--- src/rtl/fp_pkg.sv ---
// Shared constants and the write-back request type for the FP write-back path.
package fp_pkg;

    localparam int unsigned XLEN    = 32;
    localparam int unsigned FLAGW   = 5;
    localparam int unsigned FREG_AW = 5;

    localparam int unsigned FFLAG_NV = 4;
    localparam int unsigned FFLAG_DZ = 3;
    localparam int unsigned FFLAG_OF = 2;
    localparam int unsigned FFLAG_UF = 1;
    localparam int unsigned FFLAG_NX = 0;

    typedef struct packed {
        logic [FREG_AW-1:0] frd;
        logic [XLEN-1:0]    data;
        logic [FLAGW-1:0]   flags;
    } fp_wb_req_t;

endpackage

--- src/rtl/fp_wb_slot.sv ---
// One-entry result buffer; ready depends only on the stored state and the pop.
module fp_wb_slot
    import fp_pkg::*;
(
    input  logic               clk_i,
    input  logic               rst_i,
    input  logic               valid_i,
    output logic               ready_o,
    input  logic [FREG_AW-1:0] frd_i,
    input  logic [XLEN-1:0]    data_i,
    input  logic [FLAGW-1:0]   flags_i,
    input  logic               pop_i,
    output logic               full_o,
    output logic [FREG_AW-1:0] frd_o,
    output logic [XLEN-1:0]    data_o,
    output logic [FLAGW-1:0]   flags_o
);

    logic       full_q, full_d;
    logic       accept;
    fp_wb_req_t req_q, req_d;

    always_comb begin
        ready_o = ~full_q | pop_i;
        accept  = valid_i & ready_o;
        full_d  = accept | (full_q & ~pop_i);
        req_d   = req_q;
        if (accept) begin
            req_d = '{frd: frd_i, data: data_i, flags: flags_i};
        end
    end

    always_ff @(posedge clk_i or posedge rst_i) begin
        if (rst_i) begin
            full_q <= 1'b0;
            req_q  <= '0;
        end else begin
            full_q <= full_d;
            req_q  <= req_d;
        end
    end

    assign full_o  = full_q;
    assign frd_o   = req_q.frd;
    assign data_o  = req_q.data;
    assign flags_o = req_q.flags;

endmodule

--- src/rtl/fp_wb_arbiter.sv ---
// FP write-back arbiter: merges fast/slow results into the register-file port,
// keeps the pending-write scoreboard and the sticky exception flags.
module fp_wb_arbiter
    import fp_pkg::*;
#(
    parameter int unsigned NREG       = 32,
    parameter int unsigned STARVE_MAX = 4
) (
    input  logic               clk_i,
    input  logic               rst_i,
    input  logic               issue_valid_i,
    input  logic [FREG_AW-1:0] issue_frd_i,
    input  logic [14:0]        issue_rs_i,
    output logic               issue_stall_o,
    input  logic               fast_valid_i,
    output logic               fast_ready_o,
    input  logic [FREG_AW-1:0] fast_frd_i,
    input  logic [XLEN-1:0]    fast_data_i,
    input  logic [FLAGW-1:0]   fast_flags_i,
    input  logic               slow_valid_i,
    output logic               slow_ready_o,
    input  logic [FREG_AW-1:0] slow_frd_i,
    input  logic [XLEN-1:0]    slow_data_i,
    input  logic [FLAGW-1:0]   slow_flags_i,
    output logic               fregwrite_o,
    output logic [FREG_AW-1:0] frd_o,
    output logic [XLEN-1:0]    writeback_data_o,
    output logic [NREG-1:0]    pending_o,
    input  logic               fflags_clr_i,
    output logic [FLAGW-1:0]   fflags_o
);

    localparam int unsigned StarveW = $clog2(STARVE_MAX + 1);

    logic               fast_full, slow_full;
    logic [FREG_AW-1:0] fast_frd, slow_frd;
    logic [XLEN-1:0]    fast_data, slow_data;
    logic [FLAGW-1:0]   fast_flags, slow_flags;
    fp_wb_req_t         fast_req, slow_req, win_req;

    logic               grant_fast, grant_slow, grant;
    logic               starve_sat;
    logic               issue_take;

    logic [StarveW-1:0] starve_q, starve_d;
    logic [NREG-1:0]    pending_q, pending_d;
    logic [FLAGW-1:0]   fflags_q, fflags_d;
    logic               fregwrite_q;
    logic [FREG_AW-1:0] frd_q;
    logic [XLEN-1:0]    wb_data_q;

    fp_wb_slot u_fast_slot (
        .clk_i   (clk_i),
        .rst_i   (rst_i),
        .valid_i (fast_valid_i),
        .ready_o (fast_ready_o),
        .frd_i   (fast_frd_i),
        .data_i  (fast_data_i),
        .flags_i (fast_flags_i),
        .pop_i   (grant_fast),
        .full_o  (fast_full),
        .frd_o   (fast_frd),
        .data_o  (fast_data),
        .flags_o (fast_flags)
    );

    fp_wb_slot u_slow_slot (
        .clk_i   (clk_i),
        .rst_i   (rst_i),
        .valid_i (slow_valid_i),
        .ready_o (slow_ready_o),
        .frd_i   (slow_frd_i),
        .data_i  (slow_data_i),
        .flags_i (slow_flags_i),
        .pop_i   (grant_slow),
        .full_o  (slow_full),
        .frd_o   (slow_frd),
        .data_o  (slow_data),
        .flags_o (slow_flags)
    );

    assign fast_req = '{frd: fast_frd, data: fast_data, flags: fast_flags};
    assign slow_req = '{frd: slow_frd, data: slow_data, flags: slow_flags};

    // Arbitration looks only at slot occupancy, never at the valid inputs.
    always_comb begin
        starve_sat = (starve_q >= StarveW'(STARVE_MAX));
        grant_fast = fast_full & (~slow_full | ~starve_sat);
        grant_slow = slow_full & ~grant_fast;
        grant      = grant_fast | grant_slow;
        win_req    = grant_slow ? slow_req : fast_req;
    end

    always_comb begin
        starve_d = starve_q;
        if (~slow_full | grant_slow) begin
            starve_d = '0;
        end else if (grant_fast & ~starve_sat) begin
            starve_d = starve_q + 1'b1;
        end
    end

    always_comb begin
        issue_stall_o = issue_valid_i & (pending_q[issue_frd_i]       |
                                         pending_q[issue_rs_i[4:0]]   |
                                         pending_q[issue_rs_i[9:5]]   |
                                         pending_q[issue_rs_i[14:10]]);
        issue_take    = issue_valid_i & ~issue_stall_o;
    end

    // Clear first, then set, so a same-register issue wins over the retiring write.
    always_comb begin
        pending_d = pending_q;
        if (grant) begin
            pending_d[win_req.frd] = 1'b0;
        end
        if (issue_take) begin
            pending_d[issue_frd_i] = 1'b1;
        end
    end

    always_comb begin
        fflags_d = (fflags_clr_i ? '0 : fflags_q) | (grant ? win_req.flags : '0);
    end

    always_ff @(posedge clk_i or posedge rst_i) begin
        if (rst_i) begin
            starve_q    <= '0;
            pending_q   <= '0;
            fflags_q    <= '0;
            fregwrite_q <= 1'b0;
            frd_q       <= '0;
            wb_data_q   <= '0;
        end else begin
            starve_q    <= starve_d;
            pending_q   <= pending_d;
            fflags_q    <= fflags_d;
            fregwrite_q <= grant;
            if (grant) begin
                frd_q     <= win_req.frd;
                wb_data_q <= win_req.data;
            end
        end
    end

    assign fregwrite_o      = fregwrite_q;
    assign frd_o            = frd_q;
    assign writeback_data_o = wb_data_q;
    assign pending_o        = pending_q;
    assign fflags_o         = fflags_q;

endmodule
--- config.mk ---
export PLATFORM = sky130hd
export DESIGN_NAME = fp_wb_arbiter
export DESIGN_NICKNAME = d
export VERILOG_FILES = /design/src/rtl/fp_pkg.sv /design/src/rtl/fp_wb_slot.sv /design/src/rtl/fp_wb_arbiter.sv
export SDC_FILE = /design/constraint.sdc
export NUM_CORES = 1
export LEC_CHECK = 0
export ABC_AREA = 1
export CELL_PAD_IN_SITES_DETAIL_PLACEMENT = 1
export CELL_PAD_IN_SITES_GLOBAL_PLACEMENT = 1
export CORE_MARGIN = 4
export CORE_UTILIZATION = 50
export DETAILED_ROUTE_END_ITERATION = 16
export DONT_BUFFER_PORTS = 1
export HOLD_SLACK_MARGIN = 0.02
export PLACE_DENSITY_LB_ADDON = 0.1
export SETUP_SLACK_MARGIN = 0.1
export SYNTH_ARGS = -nofsm -noshare
export SYNTH_HDL_FRONTEND = slang
export SYNTH_SLANG_ARGS = --single-unit
--- constraint.sdc ---
create_clock -name clk_i -period 10.1 [get_ports clk_i]
set_input_delay 1.515 -clock clk_i [delete_from_list [all_inputs] [get_ports clk_i]]
set_output_delay 1.515 -clock clk_i [all_outputs]
set_load 0.1 [all_outputs]
==> out/metrics.csv, run 1 <==
stage,metric,value,unit
critical_path,end_kind,output port,
floorplanning,die_area,0.0186,sq mm
sta,fin_crit_sh,51.2,%
logic_synthesis,synth_area,0.00824,sq mm
place,hpwl,19400,um
place,place_ws,5110,ps
layout,design_area,0.00902,sq mm
logic_synthesis,synth_warnings,0,
power_and_ir_drop,vdd_drop_max,0.155,mV
clock_network,clk_pin_slew,70,ps
global_routing,grt_pass1_vias,7599,
critical_path,worstPathMaxFanout,33,
critical_path,required,8590,ps
power_and_ir_drop,p_per_area,307,mW/mm^2
logic_synthesis,avgSynthCellArea,8.09,sq um
layout,layout_common_cells,"339 x nand2_1, 164 x dfrtp_1, 86 x inv_1",
layout,mostFrequentLayoutCell,nand2_1,
sta,max_freq,193,MHz
drt,wl,27400,um
logic_synthesis,synthMuxAreaShare,8.34,%
floorplanning,ios,188,
logic_synthesis,synth_seq_area_share,49.8,%
status,status,completed,
floorplanning,die_w,136,um
sta,grt_setup_unrepaired,false,
floorplanning,core_area,0.0160,sq mm
logic_synthesis,synth_seq_cells,164,
layout,num-fill-cells,1979,
sta,final-hold-violation-count,0,
sta,period_minus_slack,5180,ps
power_and_ir_drop,switching_share,51.6,%
sta,fin_tns_setup,0,ps
critical_path,crit_type,flop to output port,
drt,viasPerCell,5.74,
sta,finalClockSkew,18.8,ps
global_routing,antenna_found_initial,3,
clock_network,cts_hold_buf,0,
clock_network,cts_tree,built,
clock_network,clock_latency,430,ps
global_routing,grt_usage,30.4,%
logic_synthesis,synth-simple-area-share,26.9,%
power_and_ir_drop,power_leakage,4.36,nW
place,portBuffers,0,
layout,layout-drive-gt1-share,12.4,%
clock_network,cts_root_buf,clkbuf_16,
drt,wl_per_cell,22.2,um
clock_network,cts_made_buffers,17,
sta,setup_viol,0,
clock_network,clock_sinks,164,
sta,tightestPinTransition,1190,ps
global_routing,grt_pass1_wl,43100,um
sta,setup_slack,4920,ps
power_and_ir_drop,p_int,1.34,mW
power_and_ir_drop,seqPwrFrac,53.7,%
floorplanning,die_y,136,um
place,place.gp.congestion,0.918,
logic_synthesis,synthAdderAreaFrac,0.152,%
place,placed_area,0.00840,sq mm
logic_synthesis,synth_fp_nets,1130,
clock_network,postCtsResizedCells,0,
drt,route.detailed.drc,0,
global_routing,grt_max_degree,86,
logic_synthesis,synthXorXnorAreaFrac,0,%
floorplanning,start_util,51.5,%
place,dp_cells,1200,
power_and_ir_drop,power_frac_comb,21.6,%
power_and_ir_drop,pwr-share-clk,24.7,%
hold_path,holdCritPathClass,flop to flop,
logic_synthesis,synth_compound_area_share,7.35,%
layout,nets,1114,
logic_synthesis,synth_top_family_by_area,simple AND/OR/NAND/NOR gates,
layout,area_growth,9.49,%
global_routing,overflow,0,
drt,drtPass1Iterations,4,
power_and_ir_drop,p_switching,1.43,mW
critical_path,critPathLaunchType,flop,
clock_network,cts_buffer_depth,2,
logic_synthesis,synth_cell_types,23,
logic_synthesis,syn-instance-count,1019,
sta,maxSlewViolCount,0,
sta,slew_headroom,20.0,%
critical_path,worst_ep_arrival_time,3660,ps
job,cap_violations,0,
drt,drtAntennaViolNets,0,
drt,route.vias.total,7081,
sta,whs,466,ps
clock_network,cts_setup_buffers,0,
clock_network,htreeDepth,4,
drt,drt-initial-drc-count,424,
floorplanning,num_rows,46,
layout,final_cells,1233,
-- registers in the layout, summed over array words and instances (netlist names) --
name	count
u_slow_slot.frd_o	5
u_fast_slot.frd_o	5
u_slow_slot.flags_o	5
starve_q	3
writeback_data_o	32
pending_o	32
u_slow_slot.full_o	1
fflags_o	5
u_fast_slot.full_o	1
u_fast_slot.flags_o	5
fregwrite_o	1
u_fast_slot.data_o	32
frd_o	5
u_slow_slot.data_o	32
-- final cells by class --
cell class	count	area, sq um	area share (%)
antenna	1	2.50	0.0277
clock inverter	14	191	2.12
sequential	164	4100	45.5
inverter	102	388	4.30
timing repair buffer	12	90.1	0.998
tap	216	270	3.00
clock buffer	18	429	4.76
multi-input combinational	706	3550	39.3
-- Yosys cell counts --
master    number  area [sq um]
nor2_2         1          6.26
o21ai_0       17          85.1
dfrtp_1      164          4100
ha_1           1          12.5
nor2_1        72           270
buf_1          2          7.51
mux2_2        61           687
nand4_1       32           200
a21boi_1       1          7.51
nor3_1         8          40.0
clkbuf_1      17          63.8
a21oi_1       28           140
clkinv_1       1          3.75
o21ai_1       34           170
buf_6          1          11.3
nand3_1       82           410
buf_4          5          37.5
buf_2         22           110
nor2_4         1          11.3
inv_2         14          52.6
inv_1         87           327
nand2_1      341          1280
o211ai_1      27           203
-- power groups by stage --
stage | Sequential (mW) | Combinational (mW) | Clock (mW)
2_1_floorplan | 1.51 | 0.357 | 0
3_3_place_gp | 1.49 | 0.578 | 0
3_5_place_dp | 1.50 | 0.593 | 0
4_1_cts | 1.48 | 0.598 | 0.692
5_1_grt | 1.50 | 0.660 | 0.720
6_report | 1.49 | 0.599 | 0.684
-- per-stage QoR --
step | util (%) | total power, mW
after floorplan | - | 1.87
after global placement | 52.5 | 2.07
after detailed placement | 52.5 | 2.09
after CTS | 56.4 | 2.77
after global routing | 56.4 | 2.88
final | 56.4 | 2.77
-- path summary, 6_finish.rpt --
kind                                         start                      to  slack [ps]  depth (start not counted)
worst max-delay path                  pending_o[7]           issue_stall_o        4920                         10
worst min-delay path                   starve_q[0]             starve_q[0]         470                          1
worst max register to register  u_slow_slot.full_o   u_slow_slot.data_o[3]        6810                          8
worst min register to register         starve_q[0]             starve_q[0]         470                          1
max in group asynchronous                    rst_i           pending_o[20]        7500                          2
min in group asynchronous                    rst_i  u_slow_slot.flags_o[4]        1100                          1
-- routing by layer --
metal  vias up  track usage, %  part of all wire (%)  routed length, um
met1      3495            36.2                    38              10400
met4         6            11.4                   3.5                972
met2       251            51.8                    50              13800
met3        59            9.40                   8.0               2200
met5         -               0                  0.11                 29
li1       3270               -                     -                  -
-- worst max-delay path, cell delays in order (launching register included) --
cell and delay [ps]:
dfrtp_1 1000, inv_1 360, nand2_1 150, nand3_1 80, nand3_1 90, nand2_1 70, nand2_1 60, nand3_1 60
nand2_1 190, nor2_4 190, a21boi_2 980
-- kinds of logic (layout without fill, tap and decap cells) --
family	Yosys count	in the layout
AND/OR/NAND/NOR	537	537
flip-flops	164	164
buffers and inverters	149	146
AO/OA/AOI/OAI	107	107
multiplexers	61	61
adder cells (fa/ha/maj)	1	1
other	0	1
No activity file was read; power rests on OpenSTA's default activity.
==> run 2: changes to the inputs <==
- CORE_UTILIZATION: 50 -> 42
- clock period: 10.1 -> 4.35 ns (I/O delays scaled with it)
==> out/metrics.csv, run 2 (synthesis results as in run 1) <==
stage,metric,value,unit,change
status,status,completed,,
floorplanning,die_w,148,um,+8.6%
clock_network,cts_root_buf,clkbuf_16,,
critical_path,r2r_end,pending_o[13],,
floorplanning,die_y,148,um,+8.6%
critical_path,worst_ep_arrival_time,2770,ps,-890 ps
clock_network,clock_latency,430,ps,about the same
layout,nets,1145,,+2.8%
layout,multiInputGateArea,0.00355,sq mm,unchanged
clock_network,cts_made_buffers,17,,unchanged
critical_path,endpoint,issue_stall_o,,
clock_network,postCtsResizedCells,0,,unchanged
place,place.gp.congestion,0.833,,-9.2%
power_and_ir_drop,p_per_area,694,mW/mm^2,+130%
power_and_ir_drop,power_leakage,4.51,nW,+3.4%
sta,period_minus_slack,3420,ps,
floorplanning,start_util,43.3,%,-8.2 points
drt,route.vias.total,6961,,-1.7%
sta,fin_crit_sh,78.7,%,
power_and_ir_drop,vdd_drop_max,0.368,mV,+140%
job,cap_violations,0,,unchanged
layout,regArea,0.00410,sq mm,unchanged
drt,drtAntennaViolNets,0,,unchanged
place,hpwl,19000,um,-2.2%
drt,drt-initial-drc-count,318,,-25%
global_routing,grt_pass1_wl,41800,um,-3.1%
layout,layout_common_cells,"339 x nand2_1, 164 x dfrtp_1, 86 x inv_1",,
critical_path,reg2reg_from,u_slow_slot.full_o,,
sta,whs,154,ps,-312 ps
clock_network,cts_tree,built,,
layout,layout-drive-gt1-share,15.1,%,+2.7 points
critical_path,rrSetupSlack,1530,ps,-5280 ps
drt,route.detailed.drc,0,,unchanged
clock_network,clk_pin_slew,80,ps,about the same
sta,slew_headroom,34.4,%,+14 points
clock_network,cts_setup_buffers,0,,unchanged
clock_network,cts_buffer_depth,2,,unchanged
global_routing,overflow,0,,unchanged
layout,design_area,0.00931,sq mm,+3.1%
hold_path,holdCritPathClass,primary input to async pin,,
sta,setup_slack,927,ps,-4000 ps
drt,wl,26300,um,-4.0%
sta,grt_setup_unrepaired,false,,
critical_path,critPathLaunchType,flop,,
floorplanning,core_area,0.0190,sq mm,+19%
critical_path,crit_type,flop to output port,,
layout,num-fill-cells,2374,,+20%
clock_network,cts_hold_buf,0,,unchanged
sta,setup_viol,0,,unchanged
critical_path,end_kind,output port,,
sta,tightestPinTransition,981,ps,-213 ps
sta,fin_tns_setup,0,ps,unchanged
critical_path,required,3700,ps,-4890 ps
sta,final-hold-violation-count,0,,unchanged
global_routing,grt_usage,24.3,%,-6.1 points
clock_network,clock_sinks,164,,unchanged
critical_path,ff2ff_path_depth,11,,+3
sta,max_freq,292,MHz,
critical_path,startpoint,pending_o[20],,
global_routing,antenna_found_initial,6,,+3
place,portBuffers,0,,unchanged
sta,finalClockSkew,17.1,ps,-1.70 ps
drt,drtPass1Iterations,6,,+2
drt,viasPerCell,5.32,,-7.3%
place,placed_area,0.00870,sq mm,+3.6%
floorplanning,die_area,0.0219,sq mm,+18%
layout,mostFrequentLayoutCell,nand2_1,,
floorplanning,num_rows,50,,+8.7%
global_routing,grt_max_degree,142,,+65%
critical_path,worstPathMaxFanout,33,,unchanged
floorplanning,ios,188,,unchanged
clock_network,htreeDepth,4,,unchanged
drt,wl_per_cell,20.1,um,-9.5%
sta,maxSlewViolCount,0,,unchanged
layout,area_growth,12.9,%,
place,place_ws,1370,ps,-3740 ps
global_routing,grt_pass1_vias,7510,,-1.2%
[run 2: how the worst min path moves through the flow]
stage | start | cells past startpoint | end
after floorplan | starve_q[0] | 1 | starve_q[0]
after CTS | rst_i | 1 | pending_o[10]
after global routing | rst_i | 1 | pending_o[10]
after global placement | starve_q[0] | 1 | starve_q[0]
after detailed placement | starve_q[0] | 1 | starve_q[0]
final | rst_i | 1 | pending_o[10]
[run 2: per-stage QoR]
stage | utilization, % | power (mW) | cells
floorplan | - | 4.33 | 1019
global placement | 45.7 | 4.96 | 1275
detailed placement | 45.7 | 5.01 | 1275
CTS | 48.9 | 6.53 | 1307
global route | 48.9 | 6.79 | 1308
finish | 48.9 | 6.46 | 1308
[run 2: layout make-up]
type                            count  share of cell area (%)
Tap cell                          260                    3.50
Sequential cell                   164                    44.1
Inverter                          102                    4.15
Clock inverter                     15                    1.94
Clock buffer                       17                    4.57
Timing Repair Buffer               43                    3.60
Multi-Input combinational cell    706                    38.1
Antenna cell                        1                  0.0269
[run 2: worst max-delay path, stage by stage, from the launching register on]
cell and delay [ps]:
dfrtp_1 350, buf_4 310, inv_1 160, o21ai_0 240, nand2_1 80, nand2_1 70
nand2_1 70, nand2_1 80, inv_1 40, nand2_1 50, nor2_1 50, nand2_1 100
nor2_4 30, buf_4 250, a21boi_2 160, buf_4 300
[run 2: metal layers]
layer / vias up / share of wire (%) / routed length, um / GRT usage, %
met3: 48 / 7.5 / 1960 / 8.29
li1: 3331 / - / - / -
met5: - / 0.21 / 55 / 0
met2: 198 / 50 / 13200 / 42.0
met1: 3374 / 40 / 10500 / 28.7
met4: 10 / 2.4 / 644 / 7.58
[run 2: report_power, final]
group / leakage [nW] / internal [mW] / switching [mW]
logic: 2.27 / 0.539 / 1.96
registers: 1.94 / 1.81 / 0.655
clock network: 0.295 / 0.777 / 0.716
total: 4.51 / 3.13 / 3.33
==> run 3: changes to the inputs <==
- CORE_UTILIZATION: 42 -> 47
- clock period: 4.35 -> 3.4 ns (I/O delays scaled with it)
==> out/metrics.csv, run 3 (synthesis results as in run 1) <==
stage,metric,value,unit,change
status,status,completed,,
hold_path,holdCritStartpoint,fast_valid_i,,
global_routing,grt_usage,27.7,%,+3.4 points
place,hpwl,19000,um,-0.11%
clock_network,htreeDepth,4,,unchanged
drt,drt-initial-drc-count,415,,+31%
power_and_ir_drop,vdd_drop_max,1.04,mV,+180%
critical_path,reg2reg_from,u_slow_slot.full_o,,
hold_path,whs_path_depth,2,,
critical_path,r2r_end,pending_o[20],,
critical_path,rrSetupSlack,1050,ps,-480 ps
drt,viasPerCell,5.62,,+5.6%
critical_path,critPathLaunchType,flop,,
layout,layout-drive-gt1-share,15.2,%,+0.067 points
sta,tightestPinTransition,985,ps,+4.37 ps
global_routing,grt_pass1_wl,42400,um,+1.6%
clock_network,cts_hold_buf,1,,+1
critical_path,ff2ff_path_depth,11,,unchanged
place,place.gp.congestion,0.885,,+6.3%
drt,route.vias.total,7166,,+2.9%
floorplanning,num_rows,48,,-4.0%
floorplanning,core_area,0.0172,sq mm,-9.4%
drt,wl_per_cell,20.9,um,+4.1%
drt,top_layer_used,met5,,
critical_path,worstPathMaxFanout,4,,-88%
sta,final-hold-violation-count,0,,unchanged
sta,period_minus_slack,2880,ps,
critical_path,crit_type,flop to output port,,
power_and_ir_drop,power_leakage,4.51,nW,+0.11%
critical_path,end_kind,output port,,
floorplanning,die_area,0.0197,sq mm,-10%
power_and_ir_drop,finalPower,8.25,mW,+28%
critical_path,crit_path_max_incr_delay,340,ps,about the same
place,portBuffers,0,,unchanged
clock_network,cts_buffer_depth,2,,unchanged
drt,route.detailed.drc,0,,unchanged
place,dp_cells,1242,,-2.6%
sta,slew_headroom,34.3,%,-0.060 points
global_routing,overflow,0,,unchanged
clock_network,clk_pin_slew,70,ps,about the same
layout,mostFrequentLayoutCell,nand2_1,,
global_routing,grt_pass1_vias,7802,,+3.9%
drt,routed-wl-met3,2200,um,+12%
floorplanning,ios,188,,unchanged
critical_path,slowest_stage,dfrtp_1,,
clock_network,clock_sinks,164,,unchanged
drt,wl_met1,10200,um,-2.7%
critical_path,crit_path_frequent_cell,nor2_1,,
critical_path,required,2890,ps,-810 ps
hold_path,min_delay_worst_endpoint,u_fast_slot.full_o,,
floorplanning,start_util,47.8,%,+4.5 points
layout,layout_common_cells,"339 x nand2_1, 164 x dfrtp_1, 86 x inv_1",,
clock_network,postCtsResizedCells,0,,unchanged
sta,maxSlewViolCount,0,,unchanged
floorplanning,die_w,140,um,-5.2%
critical_path,path_cells,buf_4 -> inv_1 -> nand2_1 -> o211ai_1 -> a21oi_1 -> nor2_1 -> nor2_1 -> nor2_2 -> a21boi_2 -> buf_12,,
drt,wl,26700,um,+1.4%
layout,area_growth,12.6,%,
clock_network,cts_tree,built,,
layout,final_cells,1275,,-2.5%
clock_network,clock_latency,430,ps,about the same
sta,max_freq,347,MHz,
clock_network,cts_root_buf,clkbuf_16,,
power_and_ir_drop,p_per_area,890,mW/mm^2,+28%
job,cap_violations,0,,unchanged
drt,drtPass1Iterations,5,,-1
sta,fin_crit_sh,84.6,%,
global_routing,grt_max_degree,119,,-16%
clock_network,cts_setup_buffers,0,,unchanged
sta,fin_tns_setup,0,ps,unchanged
layout,nets,1148,,+0.26%
hold_path,holdCritPathClass,primary input to flop,,
sta,setup_viol,0,,unchanged
drt,drtAntennaViolNets,0,,unchanged
sta,grt_setup_unrepaired,false,,
global_routing,antenna_found_initial,5,,-1
drt,dr_wl_met2,13300,um,+0.42%
critical_path,worst_ep_arrival_time,2370,ps,-400 ps
clock_network,cts_made_buffers,17,,unchanged
floorplanning,die_y,140,um,-5.2%
sta,finalClockSkew,12.7,ps,-4.42 ps
run 3: cell types whose count changed in the layout (fill, tap and decap cells not counted), sizes merged:
cell         previous run  this run
dlygate4sd3             0         1
bufinv                  0         1
clkinvlp                1         3
clkinv                 10         5
buf                    43        45
inv                   106       107
run 3: cell type report:
class / count / area (sq um)
antenna: 1 / 2.50
clock buffer: 17 / 425
clock inverter: 14 / 145
fill: 2110 / 7960
inverter: 102 / 387
multi-input combinational: 706 / 3550
sequential: 164 / 4100
tap: 225 / 282
timing repair buffer: 46 / 385
run 3: how the worst max path moves through the flow:
stage | startpoint | endpoint | slack [ps]
finish | pending_o[19] | issue_stall_o | 520
CTS | pending_o[19] | issue_stall_o | 520
global placement | pending_o[19] | issue_stall_o | 1000
global route | pending_o[22] | issue_stall_o | 410
floorplan | pending_o[20] | issue_stall_o | 300
detailed placement | pending_o[8] | issue_stall_o | 990
run 3: metal layers:
| metal | GRT usage (%) | up-vias |
|---|---|---|
| met5 | 0 | - |
| met4 | 12.5 | 8 |
| met3 | 9.25 | 58 |
| met2 | 47.2 | 237 |
| met1 | 31.7 | 3518 |
| li1 | - | 3345 |
run 3: power by group:
part	total (mW)	switching [mW]	leakage [nW]	internal (mW)
Combinational	3.12	2.43	2.29	0.697
Sequential	3.25	0.928	1.94	2.32
Clock	1.88	0.854	0.276	1.03
run 3: per-stage QoR:
step           setup slack (ps)  area (sq um)  hold WS (ps)  util [%]
3_5_place_dp                990          8690           360      50.4
3_3_place_gp               1000          8690           360      50.4
5_1_grt                     408          9280           164      53.8
2_1_floorplan               299          8250           410         -
6_report                    522          9280           178      53.8
4_1_cts                     520          9280           158      53.8
run 3: worst max-delay path, delay by kind of cell (launching register included):
family	cells	cell delay [ps]
buffers and inverters	3	670
and+or+nand+nor	4	460
DFF	1	340
AOI/OAI and AO/OA	3	460
